**src/rtl/counter_arbiter_if.sv**
```systemverilog
// rtl/counter_arbiter_if.sv - requester and shared-counter signals of counter_arbiter
interface counter_arbiter_if #(
    parameter int WIDTH = 4
);
    logic [1:0]       req;
    logic [WIDTH-1:0] req_len0;
    logic [WIDTH-1:0] req_len1;
    logic [1:0]       grant;
    logic [1:0]       done;
    logic             busy;
    logic [WIDTH-1:0] cnt_value;
    logic             cnt_enable;
    logic             cnt_reset;

    modport master (
        output req, req_len0, req_len1, cnt_value,
        input  grant, done, busy, cnt_enable, cnt_reset
    );

    modport slave (
        input  req, req_len0, req_len1, cnt_value,
        output grant, done, busy, cnt_enable, cnt_reset
    );
endinterface

```
**src/rtl/counter_arbiter.sv**
```systemverilog
// rtl/counter_arbiter.sv - shares one up-counter between two delay requesters
// COUNTER_ARB_FIXED_PRIO_EN: requester 0 always wins ties (default round-robin)
module counter_arbiter #(
    parameter int WIDTH = 4
) (
    input  logic               clk,
    input  logic               reset,
    counter_arbiter_if.slave   bus
);
    typedef enum logic [1:0] {IDLE, CLEAR, RUN, FINISH} state_t;

    state_t           state, state_n;
    logic [1:0]       grant_q, grant_n;
    logic [1:0]       done_q, done_n;
    logic [WIDTH-1:0] len_q, len_n;
    logic             busy_q, cnt_reset_q;
    logic             owner, owner_req, at_len, pick;

    assign owner     = grant_q[1];
    assign owner_req = bus.req[owner];
    assign at_len    = (bus.cnt_value == len_q);

`ifdef COUNTER_ARB_FIXED_PRIO_EN
    assign pick = (bus.req == 2'b10);
`else
    logic rr_q, rr_n;
    assign pick = (bus.req == 2'b11) ? rr_q : bus.req[1];
`endif

    always_comb begin
        state_n = state;
        grant_n = grant_q;
        len_n   = len_q;
`ifndef COUNTER_ARB_FIXED_PRIO_EN
        rr_n    = rr_q;
`endif
        case (state)
            IDLE: begin
                if (bus.req != 2'b00) begin
                    grant_n = pick ? 2'b10 : 2'b01;
                    len_n   = pick ? bus.req_len1 : bus.req_len0;
                    state_n = CLEAR;
                end
            end
            CLEAR, RUN: begin
                // An abandoned transfer still hands the tie-break to the other side
                if (!owner_req) begin
                    state_n = IDLE;
                    grant_n = 2'b00;
`ifndef COUNTER_ARB_FIXED_PRIO_EN
                    rr_n    = ~owner;
`endif
                end else if (state == CLEAR) begin
                    state_n = (len_q == '0) ? FINISH : RUN;
                end else if (at_len) begin
                    state_n = FINISH;
                end
            end
            FINISH: begin
                state_n = IDLE;
                grant_n = 2'b00;
`ifndef COUNTER_ARB_FIXED_PRIO_EN
                rr_n    = ~owner;
`endif
            end
            default: state_n = IDLE;
        endcase
        done_n = (state_n == FINISH) ? grant_q : 2'b00;
    end

    always_ff @(posedge clk) begin
        if (!reset) begin
            state       <= IDLE;
            grant_q     <= 2'b00;
            done_q      <= 2'b00;
            len_q       <= '0;
            busy_q      <= 1'b0;
            cnt_reset_q <= 1'b1;
`ifndef COUNTER_ARB_FIXED_PRIO_EN
            rr_q        <= 1'b0;
`endif
        end else begin
            state       <= state_n;
            grant_q     <= grant_n;
            done_q      <= done_n;
            len_q       <= len_n;
            busy_q      <= (state_n != IDLE);
            cnt_reset_q <= (state_n == CLEAR);
`ifndef COUNTER_ARB_FIXED_PRIO_EN
            rr_q        <= rr_n;
`endif
        end
    end

    // Combinational so the counter stops exactly on len_q and halts at once on abandon
    assign bus.cnt_enable = (state == RUN) && owner_req && !at_len;
    assign bus.grant      = grant_q;
    assign bus.done       = done_q;
    assign bus.busy       = busy_q;
    assign bus.cnt_reset  = cnt_reset_q;
endmodule

```
**src/flat_wrapper.sv**
```systemverilog
// flat-port wrapper written by rule: the top's interface ports become plain ports
module counter_arbiter_flat 
#(
    parameter int WIDTH = 4
)
  (clk, reset, bus_req, bus_req_len0, bus_req_len1, bus_cnt_value, bus_grant, bus_done, bus_busy, bus_cnt_enable, bus_cnt_reset);
  counter_arbiter_if #(.WIDTH(WIDTH)) bus_i ();
  input  logic clk;
  input  logic reset;
  input wire logic [$bits(bus_i.req)-1:0] bus_req;
  input wire logic [$bits(bus_i.req_len0)-1:0] bus_req_len0;
  input wire logic [$bits(bus_i.req_len1)-1:0] bus_req_len1;
  input wire logic [$bits(bus_i.cnt_value)-1:0] bus_cnt_value;
  output wire logic [$bits(bus_i.grant)-1:0] bus_grant;
  output wire logic [$bits(bus_i.done)-1:0] bus_done;
  output wire logic [$bits(bus_i.busy)-1:0] bus_busy;
  output wire logic [$bits(bus_i.cnt_enable)-1:0] bus_cnt_enable;
  output wire logic [$bits(bus_i.cnt_reset)-1:0] bus_cnt_reset;
  assign bus_i.req = bus_req;
  assign bus_i.req_len0 = bus_req_len0;
  assign bus_i.req_len1 = bus_req_len1;
  assign bus_i.cnt_value = bus_cnt_value;
  assign bus_grant = bus_i.grant;
  assign bus_done = bus_i.done;
  assign bus_busy = bus_i.busy;
  assign bus_cnt_enable = bus_i.cnt_enable;
  assign bus_cnt_reset = bus_i.cnt_reset;
  counter_arbiter #(.WIDTH(WIDTH)) u_core (.clk(clk), .reset(reset), .bus(bus_i));
endmodule
```
**config.mk**
```make
export PLATFORM = sky130hd
export DESIGN_NAME = counter_arbiter_flat
export DESIGN_NICKNAME = d
export VERILOG_FILES = /design/src/rtl/counter_arbiter_if.sv /design/src/rtl/counter_arbiter.sv /design/src/flat_wrapper.sv
export SDC_FILE = /design/constraint.sdc
export NUM_CORES = 1
export LEC_CHECK = 0
export ABC_AREA = 1
export BUFFER_PORTS_ARGS = -buffer_cell sky130_fd_sc_hd__buf_2
export CAP_MARGIN = 25
export CORE_MARGIN = 10
export CORE_UTILIZATION = 49
export CTS_BUF_LIST = sky130_fd_sc_hd__clkbuf_16
export DETAILED_ROUTE_END_ITERATION = 8
export GPL_TIMING_DRIVEN = 0
export PLACE_DENSITY = 0.75
export SYNTH_ARGS = -nofsm -noshare
export SYNTH_HDL_FRONTEND = slang
export SYNTH_SLANG_ARGS = --single-unit
```
**constraint.sdc**
```tcl
create_clock -name clk -period 1.4 [get_ports clk]
set_input_delay 0.35 -clock clk [delete_from_list [all_inputs] [get_ports clk]]
set_output_delay 0.35 -clock clk [all_outputs]
set_load 0.005 [all_outputs]
```
## Word level (Yosys, flattened, before mapping)

Index checks and enable logic that the tools add are counted.

- Register bits after elaboration: 13
- Bits in latches: 0
- Memory bits (writable): 0
- ROM bits: 0
- Bits of input ports: 16
- Output and inout port bits: 7
- Word-level logic and storage cells: 47
- Memories kept: 0

- Add/sub/neg operators: 0
- Multipliers: 0
- Div/mod/pow operators: 0
- $lt $le $gt $ge: 1
- Equality and inequality tests: 9
- Shift operators: 0
- Muxes and demuxes: 16
- Bitwise gates (word level): 1
- Reductions and logical operators: 13

Operators with widths:

| kind | number |
|---|---|
| 2-bit 2-to-1 mux | 7 |
| 2-bit one-hot mux with 3 select lines | 2 |
| 2-bit equality test (second input constant) | 4 |
| 2-bit AND reduction | 4 |
| 2-bit nonzero test | 3 |
| 1-bit 2-to-1 mux | 5 |
| 2-bit by 1-bit equality test with 1-bit output (second input constant) | 2 |
| 4-bit equality test | 1 |
| 4-bit zero test | 1 |
| 4-bit 2-to-1 mux | 1 |
| 1-bit logical AND | 2 |
| 2-bit zero test | 1 |
| 1-bit by 2-bit less-than comparator with 1-bit output (second input constant) | 1 |
| 2-bit by 1-bit != test with 1-bit output (second input constant) | 1 |
| 2-bit != test (second input constant) | 1 |
| 1-bit one-hot mux with 2 select lines | 1 |
| 2-bit OR reduction | 1 |
| 1-bit zero test | 1 |
| 1-bit NOT | 1 |

## Depth between registers and ports, before layout

- Depth after elaboration: 7
- Depth in mapped cells: 10
- Mapped depth without buffers: 10

## Worst setup path after synthesis

Ideal clock, no wire load.

- Path type: register -> register
- From: register u_core.state[0]
- To: register u_core.done_q[1] (netlist: u_core.bus.done[1])
- Arrival time: 1.175 ns
- Path slack: 0.162 ns
- Cell stages (with the launch flop): 9
- Path through: dfxtp_1 > inv_1 > ha_1 > nand2_2 > nand2_2 > nand2_2 > a21oi_4 > nand2_1 > nor2_1

- Cells in the longest elaborated chain, start to end: 6

Ends and longest elaborated chain:

| what | line | RTL |
|---|---|---|
| start: declaration | counter_arbiter.sv:12 | `state_t state, state_n;` |
| start signal: assignment | counter_arbiter.sv:83 | `state <= state_n;` |
| 2-bit by 1-bit equality test with 1-bit output or 2-bit 2-to-1 mux (tied branches) | counter_arbiter.sv:37, counter_arbiter.sv:53, counter_arbiter.sv:55 |  |
| 2-bit 2-to-1 mux | counter_arbiter.sv:53 | `end else if (state == CLEAR) begin` |
| 2-bit 2-to-1 mux | counter_arbiter.sv:47 | `if (!owner_req) begin` |
| 2-bit one-hot mux with 3 select lines (*) | counter_arbiter.sv:37 | `case (state)` |
| 2-bit equality test (*) | counter_arbiter.sv:68 | `done_n = (state_n == FINISH) ? grant_q : 2'b00;` |
| 2-bit AND reduction (no source line) (*) | -- |  |
| end signal: assignment | counter_arbiter.sv:85 | `done_q <= done_n;` |
| end: declaration | counter_arbiter.sv:14 | `logic [1:0] done_q, done_n;` |

Mark *: on every way between the ends. The rest lies on a longest branch, timed or not.
A chain may end at the register's enable or synchronous reset.

## Final worst setup path

- From: register u_core.len_q[1]
- To: output port bus_cnt_enable

- Cells in the longest elaborated chain, start to end: 3

Ends and longest elaborated chain:

| what | line | RTL |
|---|---|---|
| start: declaration | counter_arbiter.sv:15 | `logic [WIDTH-1:0] len_q, len_n;` |
| start signal: assignment | counter_arbiter.sv:86 | `len_q <= len_n;` |
| 4-bit equality test | counter_arbiter.sv:21 | `assign at_len = (bus.cnt_value == len_q);` |
| 1-bit zero test | counter_arbiter.sv:96 | `assign bus.cnt_enable = (state == RUN) && owner_req && !at_len;` |
| 1-bit logical AND | counter_arbiter.sv:96 |  |
| end: declaration | flat_wrapper.sv:17 | `output wire logic [$bits(bus_i.cnt_enable)-1:0] bus_cnt_enable;` |

No other way between the ends.

==> summary.md <==
| Metric | Value |
|---|---|
| Layout Nets | `170` |
| Status | `finished, violations left` |
| Standby leakage power | `approximately 0.00057 uW` |
| Clock buffer count from CTS | `3` |
| EDFF count, synth | `0` |
| Post-synthesis area per instance | `6.55 um^2` |
| RSZ-0062 raised after global routing | `yes` |
| Hold Fails Final Rpt | `0` |
| Setup CP Type | `reg2out` |
| Antenna Diode Count | `0` |
| Mapped cell area | `753 um^2` |
| Crit-path max cell delay | `330 ps` |
| Final wirelength | `just over 2 mm` |
| Ys async rst share | `0%` |
| Fmax | `659 MHz` |
| Core area | `between 1000 and 1500 um^2` |
| Initial drt markers | `28` |
| Yosys top cell by area | `dfxtp_1` |
| Critical Path, Cell by Cell | `inv_1 -> nand2_1 -> nand2_1 -> nor2_1 -> nand2_2 -> and3_4 -> buf_6` |
| DP Wirelength | `1.50 mm` |
| Clock Latency Late Sink | `roughly 240 ps` |
| CTS root buf | `clkbuf_16` |
| Netlist cell types | `16` |
| Die ar. | `approximately 3500 um^2` |
| Most frequent cell after synthesis | `nand2_1` |
| Die X | `59.2 um` |
| Routed via count | `799` |
| H-tree depth | `1` |
| Hold path start | `reset` |
| Critical path fanouts, max | `3` |
| Die Y-Extent | `59.2 um` |
| Layout cells sized above 1 | `a little over a third` |
| CP max stage cell | `dfxtp_2` |
| Number of global-route vias before repair | `around 770` |
| DRT Pass-1 Iters | `4` |
| Input/output buffers | `22` |
| Final worst setup slack | `-117 ps` |
| Initial antenna violation count | `0` |
| CP Buf/Inv Count | `2` |
| Io pins | `23` |
| Reg-to-reg endpoint | `u_core.bus.done[1]` |
| Required time of the critical path | `1050 ps` |
| Max_slew headroom | `79.9%` |
| CTS Buffer Depth | `2` |
| Synthesis-stage register bit count | `13` |
| CTS clk-pin slew, worst paths | `50 ps` |
| Final setup violation count | `5` |
| FP Rows | `14` |
| DR WL/cell | `~12 um` |
| Area growth, synth to finish | `39.7%` |
| Violated checks | `setup timing` |
| Largest net degree at the start of global routing | `11` |
| Sequential fraction of the synthesis area | `~35%` |
| Element type at the critical path end | `primary output` |
| GRT overflow | `0` |
| Cell area after layout | `1050 um^2` |
| Area of the multi-input gates | `427 um^2` |
| Dpl cells | `153` |
| Slew of the pin with the lowest slew margin | `302 ps` |
| Residual DRC count | `0` |
| Gp weighted congestion | `0.831` |
| Hold path depth | `2` |
| Ranking of synthesized cells by area | `dfxtp_1 35%, nand2_1 18%, inv_1 11%` |
| Yosys top cell area share | `34.6%` |
| Final Skew | `4.57 ps` |
| Critical path startpoint category | `flip-flop` |
| Crit path DAT | `1170 ps` |
| ANT nets after route | `0` |
| Post-synthesis cell count | `115` |
| R2R Setup Slk | `-40 ps` |
| CP top delay family | `simple AND/OR/NAND/NOR gates` |
| End of the worst hold path | `u_core.bus.cnt_reset` |
| Syn_nets | `approximately 140` |
| MaxCap Viol Count | `0` |
| Filler cells | `~130` |
| Reg2reg start | `u_core.state[0]` |
| Tcrit/Tclk final | `108%` |
| Power per cell area | `between 1000 and 1500 nW/um^2` |
| Overall Power | `1320 uW` |
| Synth warnings | `0` |
| Layout Cells excl Fill | `165` |
| Global-route wire length before repair | `approximately 3.2 mm` |
| Starting Density | `51.2%` |
| CTS tree | `done` |
| Top cells by count, synth | `36 x nand2_1, 23 x inv_1, 13 x dfxtp_1, 9 x nor2_1, 8 x nand3_1` |
| Avg Vias per Cell | `4.84` |
| Max-slew violations | `0` |
| Worst hold path class | `in2reg` |
| R2R cell count | `8` |
| Cts hold-fix bufs | `0` |
| Min Clock Period, post-route | `around 1500 ps` |
| Main synth FF type | `dfxtp_1` |
| Sequential Area | `~270 um^2` |
| Area after DPL | `883 um^2` |
| GRT Util Overall | `11.6%` |
| Maximum vdd drop | `0.000690 V` |
| Most used cell along the critical path | `nand2_1` |
| CTS sink count | `13` |
-- placed cells by master, fill, tap and decap left out, types with 4 or more instances in the layout --
| cell type | netlist | routed |
|---|---|---|
| nor2_1 | 9 | 8 |
| buf_4 | 0 | 7 |
| inv_1 | 23 | 22 |
| buf_2 | 0 | 21 |
| o211ai_1 | 4 | 4 |
| dfxtp_2 | 0 | 6 |
| nand2_2 | 3 | 4 |
| nand3_1 | 8 | 8 |
| dfxtp_1 | 13 | 7 |
| a21oi_1 | 4 | 4 |
| nand2_1 | 36 | 35 |
-- stage by stage --
step / utilization (%) / hold slack, ps / TNS, ps / setup slack (ps)
2_1_floorplan: - / 419 / 0 / 162
3_3_place_gp: 60.0 / 449 / -64.0 / -64.0
3_5_place_dp: 60.0 / 459 / -112 / -78.7
4_1_cts: 69.5 / 361 / -121 / -121
5_1_grt: 71.5 / 380 / -703 / -174
6_report: 71.5 / 360 / -188 / -117
-- state kept, by name, indices dropped and copies added (netlist names) --
name                  count
u_core.bus.grant          2
u_core.rr_q               1
u_core.bus.done           2
u_core.bus.cnt_reset      1
u_core.state              2
u_core.bus.busy           1
u_core.len_q              4
-- worst register-to-register path: stages, from the launching register on --
cell and delay, ps:
dfxtp_2 350, inv_1 90, ha_1 330, nand3_1 120, nor2_1 160, nand2_1 60, nand2_1 100, nand2_1 70
nor2_1 90
-- what timing repair did --
item	CTS	global route
setup buffers	6	1
pin swaps	3	5
resized for setup	9	6
setup endpoints to repair	5	7
cloned	0	1
-- per-layer routing --
metal / vias to the layer above / routed length, um / track usage [%]
li1: 421 / - / -
met1: 358 / 811 / 11.2
met2: 16 / 1090 / 21.0
met3: 4 / 84 / 3.65
met4: 0 / 37 / 6.89
met5: - / 0 / 0
-- cells by family (layout without fill, tap and decap cells) --
logic type,count (synthesis),count (layout),synth area share [%]
DFF,13,13,34.6
buffers and inverters,24,57,12.0
and+or+nand+nor,59,60,32.7
adders and majority gates,4,4,6.64
AOI/OAI and AO/OA,15,15,14.1
-- where the power goes --
part	internal, uW	total (uW)	switching (uW)
registers	419	448	29.3
clock network	376	525	149
logic	150	347	197
total	945	1320	375
-- final cells by class --
cell class / instances / area share [%]
flip-flops and latches: 13 / 25.4
clock buffers: 3 / 7.13
inverters: 24 / 8.56
multi-input cells: 79 / 40.5
well taps: 16 / 1.90
repair buffers: 29 / 16.1
clock inverters: 1 / 0.357
-- how the worst max path moves through the flow --
stage                     startpoint                  to  slack (ps)  cells after the start
floorplan            u_core.state[0]  u_core.bus.done[1]         160                      8
global placement    bus_cnt_value[1]      bus_cnt_enable         -60                      8
detailed placement  bus_cnt_value[2]      bus_cnt_enable         -80                      8
CTS                  u_core.len_q[0]      bus_cnt_enable        -120                      7
global route         u_core.len_q[1]      bus_cnt_enable        -170                      7
finish               u_core.len_q[1]      bus_cnt_enable        -120                      7
Note: power is estimated with default switching activity, not from simulation.
